`src/rtl/rf_write_arbiter_if.sv`:
```
// Bundle of the register-file write arbiter's port A, port B, hazard-check and
// register-file write-port signals, seen from the arbiter (slave) or the pipeline (master).
interface rf_write_arbiter_if #(
  parameter int ADDR_WIDTH = 5,
  parameter int WORD_WIDTH = 32
);
  logic                  a_we;
  logic [ADDR_WIDTH-1:0] a_wa;
  logic [WORD_WIDTH-1:0] a_wd;
  logic                  b_valid;
  logic [ADDR_WIDTH-1:0] b_wa;
  logic [WORD_WIDTH-1:0] b_wd;
  logic                  b_ready;
  logic [ADDR_WIDTH-1:0] ra1;
  logic [ADDR_WIDTH-1:0] ra2;
  logic                  busy1;
  logic                  busy2;
  logic                  rf_we;
  logic [ADDR_WIDTH-1:0] rf_wa;
  logic [WORD_WIDTH-1:0] rf_wd;
  logic                  stall_req;

  modport slave (
    input  a_we, a_wa, a_wd, b_valid, b_wa, b_wd, ra1, ra2,
    output b_ready, busy1, busy2, rf_we, rf_wa, rf_wd, stall_req
  );

  modport master (
    output a_we, a_wa, a_wd, b_valid, b_wa, b_wd, ra1, ra2,
    input  b_ready, busy1, busy2, rf_we, rf_wa, rf_wd, stall_req
  );
endinterface

```
`src/rtl/rf_write_arbiter.sv`:
```
// Shares one register-file write port between pipeline writeback (A, always wins)
// and a 2-deep queue of multi-cycle unit writes (B), requesting a stall when B starves.
module rf_write_arbiter #(
  parameter int ADDR_WIDTH = 5,
  parameter int WORD_WIDTH = 32,
  parameter int MAX_WAIT   = 4
) (
  input  logic                clk,
  input  logic                rst_n,
  rf_write_arbiter_if.slave   bus
);

  typedef enum logic [1:0] {ST_IDLE, ST_WAIT, ST_STALL} state_t;

  localparam logic [3:0] LP_LAST = 4'(MAX_WAIT - 1);

  state_t                r_state;
  state_t                w_state_nxt;
  logic [3:0]            r_wcnt;
  logic [3:0]            w_wcnt_nxt;
  logic                  r_stall;
  logic [1:0]            r_vld;
  logic [1:0]            w_vld_nxt;
  logic                  r_wptr;
  logic                  r_rptr;
  logic [ADDR_WIDTH-1:0] r_wa [2];
  logic [WORD_WIDTH-1:0] r_wd [2];
  logic                  w_full;
  logic                  w_empty;
  logic                  w_empty_nxt;
  logic                  w_push;
  logic                  w_pop;
  logic                  w_a_wr;
  logic                  w_busy1;
  logic                  w_busy2;

  assign w_full      = &r_vld;
  assign w_empty     = ~|r_vld;
  assign w_a_wr      = bus.a_we & (bus.a_wa != '0);
  assign w_push      = bus.b_valid & ~w_full & (bus.b_wa != '0);
  assign w_pop       = ~w_empty & ~w_a_wr;
  assign w_empty_nxt = ~|w_vld_nxt;

  always_comb begin
    w_vld_nxt = r_vld;
    if (w_pop)  w_vld_nxt[r_rptr] = 1'b0;
    if (w_push) w_vld_nxt[r_wptr] = 1'b1;
  end

  always_ff @(posedge clk or negedge rst_n) begin
    if (!rst_n) begin
      r_vld  <= '0;
      r_wptr <= 1'b0;
      r_rptr <= 1'b0;
    end else begin
      r_vld <= w_vld_nxt;
      if (w_push) r_wptr <= ~r_wptr;
      if (w_pop)  r_rptr <= ~r_rptr;
    end
  end

  // Queue payload carries no reset; validity lives entirely in r_vld.
  always_ff @(posedge clk) begin
    if (w_push) begin
      r_wa[r_wptr] <= bus.b_wa;
      r_wd[r_wptr] <= bus.b_wd;
    end
  end

  always_comb begin
    w_busy1 = 1'b0;
    w_busy2 = 1'b0;
    for (int i = 0; i < 2; i++) begin
      if (r_vld[i] && (r_wa[i] == bus.ra1) && (bus.ra1 != '0)) w_busy1 = 1'b1;
      if (r_vld[i] && (r_wa[i] == bus.ra2) && (bus.ra2 != '0)) w_busy2 = 1'b1;
    end
  end

  always_comb begin
    w_state_nxt = r_state;
    w_wcnt_nxt  = r_wcnt;
    case (r_state)
      ST_IDLE: begin
        if (!w_empty && !w_empty_nxt) begin
          w_state_nxt = ST_WAIT;
          w_wcnt_nxt  = '0;
        end
      end
      ST_WAIT, ST_STALL: begin
        if (w_pop || w_empty) begin
          w_state_nxt = w_empty_nxt ? ST_IDLE : ST_WAIT;
          w_wcnt_nxt  = '0;
        end else if (r_state == ST_WAIT) begin
          if (r_wcnt == LP_LAST) w_state_nxt = ST_STALL;
          else                   w_wcnt_nxt  = r_wcnt + 4'd1;
        end
      end
      default: begin
        w_state_nxt = ST_IDLE;
        w_wcnt_nxt  = '0;
      end
    endcase
  end

  always_ff @(posedge clk or negedge rst_n) begin
    if (!rst_n) begin
      r_state <= ST_IDLE;
      r_wcnt  <= '0;
      r_stall <= 1'b0;
    end else begin
      r_state <= w_state_nxt;
      r_wcnt  <= w_wcnt_nxt;
      r_stall <= (w_state_nxt == ST_STALL);
    end
  end

  always_comb begin
    bus.rf_we = 1'b0;
    bus.rf_wa = '0;
    bus.rf_wd = '0;
    if (w_a_wr) begin
      bus.rf_we = 1'b1;
      bus.rf_wa = bus.a_wa;
      bus.rf_wd = bus.a_wd;
    end else if (w_pop) begin
      bus.rf_we = 1'b1;
      bus.rf_wa = r_wa[r_rptr];
      bus.rf_wd = r_wd[r_rptr];
    end
  end

  assign bus.b_ready   = ~w_full;
  assign bus.busy1     = w_busy1;
  assign bus.busy2     = w_busy2;
  assign bus.stall_req = r_stall;

endmodule

```
`src/flat_wrapper.sv`:
```
// flat-port wrapper written by rule: the top's interface ports become plain ports
module rf_write_arbiter_flat 
#(
  parameter int ADDR_WIDTH = 5,
  parameter int WORD_WIDTH = 32,
  parameter int MAX_WAIT   = 4
)
  (clk, rst_n, bus_a_we, bus_a_wa, bus_a_wd, bus_b_valid, bus_b_wa, bus_b_wd, bus_ra1, bus_ra2, bus_b_ready, bus_busy1, bus_busy2, bus_rf_we, bus_rf_wa, bus_rf_wd, bus_stall_req);
  rf_write_arbiter_if #(.ADDR_WIDTH(ADDR_WIDTH), .WORD_WIDTH(WORD_WIDTH)) bus_i ();
  input  logic clk;
  input  logic rst_n;
  input wire logic [$bits(bus_i.a_we)-1:0] bus_a_we;
  input wire logic [$bits(bus_i.a_wa)-1:0] bus_a_wa;
  input wire logic [$bits(bus_i.a_wd)-1:0] bus_a_wd;
  input wire logic [$bits(bus_i.b_valid)-1:0] bus_b_valid;
  input wire logic [$bits(bus_i.b_wa)-1:0] bus_b_wa;
  input wire logic [$bits(bus_i.b_wd)-1:0] bus_b_wd;
  input wire logic [$bits(bus_i.ra1)-1:0] bus_ra1;
  input wire logic [$bits(bus_i.ra2)-1:0] bus_ra2;
  output wire logic [$bits(bus_i.b_ready)-1:0] bus_b_ready;
  output wire logic [$bits(bus_i.busy1)-1:0] bus_busy1;
  output wire logic [$bits(bus_i.busy2)-1:0] bus_busy2;
  output wire logic [$bits(bus_i.rf_we)-1:0] bus_rf_we;
  output wire logic [$bits(bus_i.rf_wa)-1:0] bus_rf_wa;
  output wire logic [$bits(bus_i.rf_wd)-1:0] bus_rf_wd;
  output wire logic [$bits(bus_i.stall_req)-1:0] bus_stall_req;
  assign bus_i.a_we = bus_a_we;
  assign bus_i.a_wa = bus_a_wa;
  assign bus_i.a_wd = bus_a_wd;
  assign bus_i.b_valid = bus_b_valid;
  assign bus_i.b_wa = bus_b_wa;
  assign bus_i.b_wd = bus_b_wd;
  assign bus_i.ra1 = bus_ra1;
  assign bus_i.ra2 = bus_ra2;
  assign bus_b_ready = bus_i.b_ready;
  assign bus_busy1 = bus_i.busy1;
  assign bus_busy2 = bus_i.busy2;
  assign bus_rf_we = bus_i.rf_we;
  assign bus_rf_wa = bus_i.rf_wa;
  assign bus_rf_wd = bus_i.rf_wd;
  assign bus_stall_req = bus_i.stall_req;
  rf_write_arbiter #(.ADDR_WIDTH(ADDR_WIDTH), .WORD_WIDTH(WORD_WIDTH), .MAX_WAIT(MAX_WAIT)) u_core (.clk(clk), .rst_n(rst_n), .bus(bus_i));
endmodule
```
`config.mk`:
```
export PLATFORM = sky130hd
export DESIGN_NAME = rf_write_arbiter_flat
export DESIGN_NICKNAME = d
export VERILOG_FILES = /design/src/rtl/rf_write_arbiter_if.sv /design/src/rtl/rf_write_arbiter.sv /design/src/flat_wrapper.sv
export SDC_FILE = /design/constraint.sdc
export NUM_CORES = 1
export LEC_CHECK = 0
export ABC_CLOCK_PERIOD_IN_PS = 5200
export BUFFER_PORTS_ARGS = -buffer_cell sky130_fd_sc_hd__buf_2
export CORE_MARGIN = 1
export CORE_UTILIZATION = 41
export DETAILED_ROUTE_END_ITERATION = 6
export PLACE_DENSITY = 0.74
export SLEW_MARGIN = 20
export SYNTH_ARGS = -nofsm -noshare
export SYNTH_HDL_FRONTEND = slang
export SYNTH_SLANG_ARGS = --single-unit
```
`constraint.sdc`:
```
create_clock -name clk -period 5.2 [get_ports clk]
set_input_delay 0.52 -clock clk [delete_from_list [all_inputs] [get_ports clk]]
set_output_delay 0.52 -clock clk [all_outputs]
set_load 0.02 [all_outputs]
```
# ---- Word level (Yosys, flattened, before mapping)
# Memory sizes are Yosys's and may differ from the RTL's.
# Index checks and enable logic that the tools add are counted.
dict set report word_totals {
  ramBits 74
  input_bits 88
  elab_cells 87
  output_inout_bits 42
  register_bits 11
  mem_count 2
}
dict set report op_classes {
  muxes 29
  reduce_logical 23
  n_lt_le_gt_ge 4
  add_sub_neg 1
  bitwise_logic 11
  eq_ne 11
}
# name depth width read_ports rd_clocked_by_memory_dff write_ports line
set mem_list {}
lappend mem_list {u_core.r_wd 2 32 1 0 1 rf_write_arbiter.sv:27} ;# logic [WORD_WIDTH-1:0] r_wd [2];
lappend mem_list {u_core.r_wa 2 5 3 0 1 rf_write_arbiter.sv:26} ;# logic [ADDR_WIDTH-1:0] r_wa [2];
# cell count
set ops {}
lappend ops {{$mux W32} 2}
lappend ops {{$eq A5 B5 Y1} 4}
lappend ops {{$reduce_bool A5 Y1} 4}
lappend ops {{$mux W4} 4}
lappend ops {{$mux W2} 6}
lappend ops {{$logic_and A1 B1 Y1} 11}
lappend ops {{$mux W1} 11}
lappend ops {{$mux W5} 2}
lappend ops {{$pmux W4 S2} 1}
lappend ops {{$reduce_or A2 Y1} 3}
lappend ops {{$add A4 B1 Y4 const B} 1}
lappend ops {{$and A1 B1 Y1} 4}
lappend ops {{$eq A2 B2 Y1 const B} 2}
lappend ops {{$eq A4 B2 Y1 const B} 1}
lappend ops {{$lt A1 B2 Y1 const B} 2}
lappend ops {{$not A1 Y1} 4}
lappend ops {{$pmux W2 S2} 1}
lappend ops {{$ne A3 B1 Y1 const B} 1}
lappend ops {{$ne A3 B2 Y1 const B} 1}
lappend ops {{$reduce_and A3 Y1} 1}
lappend ops {{$and A2 B2 Y2} 1}
lappend ops {{$demux W1 S1} 2}
lappend ops {{$eq A2 B1 Y1 const B} 1}
lappend ops {{$ge A1 B1 Y1 const B} 2}
lappend ops {{other kinds (7)} 7}

# ---- Depth between registers and ports, before layout
dict set report logic_depth {
  ltp_word 14
  depth_mapped 6
  ltp_nobuf 6
}

# ---- Least setup slack after synthesis
# Ideal clock, no wire load.
dict set report synth_timing {
  path_kind {in2reg}
  startpoint {in bus_b_wa[1]}
  endpoint {mem u_core.r_wa[0][0] (enable)}
  arrival_time_ns 2.606
  setup_time_ns 0.437
  required_ns 4.763
  path_slack_ns 2.157
  path_buffers 0
  cell_stages 4
  path_cell_list {or4_4 -> o21ai_2 -> a21oi_1 -> nor2b_1}
}
dict set report synth_via {
  elab_chain_cells 4
}
# element line
set synth_rtl {}
lappend synth_rtl {{start: declaration} flat_wrapper.sv:16} ;# input wire logic [$bits(bus_i.b_wa)-1:0] bus_b_wa;
lappend synth_rtl {{$reduce_bool A5 Y1} rf_write_arbiter.sv:40} ;# assign w_push = bus.b_valid & ~w_full & (bus.b_wa != '0);
lappend synth_rtl {{$and A1 B1 Y1} rf_write_arbiter.sv:40}
lappend synth_rtl {{$mux W1} rf_write_arbiter.sv:64} ;# if (w_push) begin
lappend synth_rtl {{$mux W1 (implied by the code)} rf_write_arbiter.sv:65} ;# r_wa[r_wptr] <= bus.b_wa;
lappend synth_rtl {{end: declaration} rf_write_arbiter.sv:26}
# Every way passes these cells.

# ---- Worst setup path after layout
dict set report layout_timing {
  startpoint {in bus_a_wa[0]}
  endpoint {out bus_rf_wd[30]}
}
dict set report layout_via {
  elab_chain_cells 6
}
# element line
set layout_rtl {}
lappend layout_rtl {{start: declaration} flat_wrapper.sv:13} ;# input wire logic [$bits(bus_i.a_wa)-1:0] bus_a_wa;
lappend layout_rtl {{$reduce_bool A5 Y1 (*)} rf_write_arbiter.sv:39} ;# assign w_a_wr = bus.a_we & (bus.a_wa != '0);
lappend layout_rtl {{$and A1 B1 Y1 (*)} rf_write_arbiter.sv:39}
lappend layout_rtl {{$not A1 Y1} rf_write_arbiter.sv:41} ;# assign w_pop = ~w_empty & ~w_a_wr;
lappend layout_rtl {{$and A1 B1 Y1} rf_write_arbiter.sv:41}
lappend layout_rtl {{$mux W32} rf_write_arbiter.sv:125} ;# end else if (w_pop) begin
lappend layout_rtl {{$mux W32 (*)} rf_write_arbiter.sv:121} ;# if (w_a_wr) begin
lappend layout_rtl {{end: declaration} flat_wrapper.sv:25} ;# output wire logic [$bits(bus_i.rf_wd)-1:0] bus_rf_wd;
# Mark *: on every way between the ends. The rest lies on a longest branch, timed or not.

==> results.json <==
{
  "crit_path_end_kind": "primary output",
  "ir_worst_vdd_v": 0.000188,
  "first_pass_iters": 4,
  "drt_wl_total_mm": 9.06,
  "cp_top_family": "compound AO/OA/AOI/OAI gates",
  "pre_cts_ws_ps": 2380,
  "yosys.area.top_type_share_pct": 54.4,
  "ys_warn_count": 0,
  "yosys.area.top_type": "edfxtp_1",
  "initial_utilization_pct": 42.0,
  "powerDensity_nw_per_um2": 473,
  "setup_tns_ps": 0,
  "clockBufferDepth": 2,
  "worst_setup_path_start_kind": "input pin",
  "clock_sinks": 85,
  "syn-instance-count": 320,
  "p_leak_uw": 0.00210,
  "slew_violations": 0,
  "pwr-share-seq_pct": 42.5,
  "finalWorstSetupSlack_ps": 2360,
  "path_buf_inv": 3,
  "cts_hold_buffers": 0,
  "synth_area_per_cell_um2": 12.8,
  "grt_max_degree": 50,
  "cts_tree": "yes",
  "hold_path.class": "input pin to async pin",
  "cpPeakStageDelay_ps": 460,
  "utilization_pct": 52.3,
  "crit_fanout": 49,
  "drtIter0Drc": 113,
  "syn-cell-area_um2": 4090,
  "period_minus_slack_ps": 2840,
  "comb_power_share_pct": 35.9,
  "grtUsageTotal_pct": 18.3,
  "yosys-top-cells-area": "edfxtp_1 (54%), mux2i_1 (9.3%), dfrtp_1 (6.7%)",
  "drive_above_1_share_pct": 35.7,
  "syn2layout_area_growth_pct": 24.5,
  "cts_root_buf": "clkbuf_8",
  "cap_violations": 0,
  "clockPowerShare_pct": 21.5,
  "fp.dieW_um": 102,
  "drtAntennaViolNets": 0,
  "dp_hpwl_mm": 6.29,
  "drc": 0,
  "crit_chain": "buf_2 > or3_1 > o21a_2 > buf_4 > o31ai_1 > buf_2",
  "wire_per_inst_um": 15.6,
  "insertion_delay_ps": 350,
  "path_class": "input pin to primary output",
  "h-tree-depth": 3,
  "rows": 36,
  "fmax_ghz": 0.353,
  "slew_headroom_pct": 33.1,
  "insertedDiodeCount": 0,
  "multiInputGateArea_um2": 1510,
  "hold_violations": 0,
  "p_switching_uw": 885,
  "ctsResizeCount": 0,
  "fillCellCount": 881,
  "slowest_stage": "or3_1",
  "viasPerCell": 5.20,
  "rsz0062_at_grt": "no",
  "seqCellArea_um2": 2500,
  "die_area_um2": 10400,
  "grt_pass1_wl_mm": 14.3,
  "worst_pin_slew_ps": 1000,
  "grt_antenna_before_repair": 0,
  "cp.required_ps": 4680,
  "die_y_um": 102,
  "p_int_uw": 1520,
  "clock_skew_ps": 8.02,
  "synth.distinct_cells": 43,
  "overflow": 0,
  "arrival_ps": 2320,
  "grt_pass1_vias": 2971,
  "numCtsBuffers": 9,
  "cts_setup_buffers": 0,
  "seq_area_frac_synth_pct": 61.1,
  "post-route-period-util_pct": 54.5,
  "gp_congestion": 0.838,
  "setup_viol": 0,
  "core_um2": 9730,
  "p_sw_share_pct": 36.8,
  "status": "finished clean",
  "final_nets": 534,
  "hold_ws_ps": 25.0,
  "vias": 3009,
  "portBuffers": 129,
  "power.total_uw": 2400,
  "ys_ff_latch": 85,
  "cts.clk_slew.worst_paths_ps": 90,
  "io-pin-count": 130,
  "crit_top_cell": "buf_2",
  "syn_nets": 412
}
cell families (layout without fill, tap and decap cells):
family | after synthesis | in the layout | synth area share [%]
AND/OR/NAND/NOR | 83 | 83 | 9.89
multiplexers | 38 | 38 | 9.31
adder cells (fa/ha/maj) | 4 | 4 | 1.23
flip-flops | 85 | 85 | 61.1
buffers and inverters | 24 | 150 | 2.45
AO/OA/AOI/OAI | 64 | 64 | 11.3
XOR/XNOR | 22 | 22 | 4.72
per-layer routing:
layer | global-route usage [%] | routed length (um) | part of all wire, %
met3 | 5.34 | 655 | 7.2
met4 | 6.92 | 144 | 1.6
met5 | 0 | 0 | 0
met2 | 31.0 | 4460 | 49
met1 | 22.3 | 3800 | 42
stage by stage:
stage / instances / cell area (um^2)
after floorplan: 320 / 4090
after global placement: 563 / 4840
after detailed placement: 564 / 4870
after CTS: 579 / 5090
after global routing: 579 / 5090
final: 579 / 5090
worst reg2reg max path, cell delays in order (launching register included):
cell      delay, ps
dfrtp_2         540
buf_4           350
or3_1           410
o221ai_1        230
and3b_1         300
nor2_1          130
a211oi_2        260
path summary, 6_finish.rpt:
path	slack, ps	endpoint	depth (start not counted)	startpoint
setup / recovery	2360	bus_rf_wd[30]	6	bus_a_wa[0]
hold / removal	20	u_core.r_wcnt[2]	1	rst_n
setup reg to reg	2900	u_core.bus.stall_req	6	u_core.r_rptr
hold reg to reg	540	u_core.r_wptr	1	u_core.r_wptr
max in group asynchronous	4950	u_core.r_rptr	1	rst_n
min in group clk	350	u_core.r_wd[0][7]	1	bus_b_wd[7]
power groups by stage:
stage | combinational [uW] | sequential (uW) | clock, uW
floorplan | 649 | 980 | 0
global placement | 841 | 1030 | 0
detailed placement | 874 | 1040 | 0
CTS | 876 | 1020 | 530
global route | 948 | 1040 | 559
finish | 864 | 1020 | 518
sequential cells by signal, indices dropped and copies added, names as in the netlist:
signal,flops
u_core.bus.stall_req,1
u_core.r_rptr,1
u_core.r_state,2
u_core.r_vld,2
u_core.r_wa,10
u_core.r_wcnt,4
u_core.r_wd,64
u_core.r_wptr,1
cell type report:
class	instances	area share, %
clock buffer	9	2.43
clock inverter	6	1.84
inverter	3	0.221
multi-input combinational	211	29.6
sequential	85	49.1
tap	133	3.27
timing repair buffer	132	13.5
placed cells by master, fill, tap and decap left out, drive strengths merged, types with 4 or more instances in the layout:
| cell type | Yosys | layout |
|---|---|---|
| buf | 11 | 132 |
| edfxtp | 74 | 74 |
| nand2 | 45 | 45 |
| mux2i | 38 | 38 |
| o31ai | 35 | 35 |
| xor2 | 17 | 17 |
| dfrtp | 11 | 11 |
| clkbuf | 10 | 9 |
| o21ai | 9 | 9 |
| nor2 | 6 | 6 |
| a21oi | 5 | 5 |
| nor4 | 5 | 5 |
| xnor2 | 5 | 5 |
| nand3 | 5 | 5 |
| inv | 3 | 5 |
| nor3 | 4 | 4 |
| ha | 4 | 4 |
cells in the mapped netlist (all sizes together):
cell and n:
nor4 5, and2 1, nor3 4, nor2 6
or2 2, o22ai 1, dfrtp 11, mux2i 38
a31oi 3, nand2 45, nand2b 1, nor3b 1
or3 2, nand3 5, inv 3, o221ai 2
nand4 1, a21o 1, o2111ai 1, or4 3
o211ai 2, o21a 1, o31ai 35, xor2 17
and3b 1, a21boi 1, xnor2 5, buf 11
nor2b 1, nor4b 2, and4b 1, a211o 1
ha 4, edfxtp 74, o21ai 9, clkbuf 10
o311a 1, and3 2, a211oi 1, a21oi 5
Power figures use the tool's default switching activity.
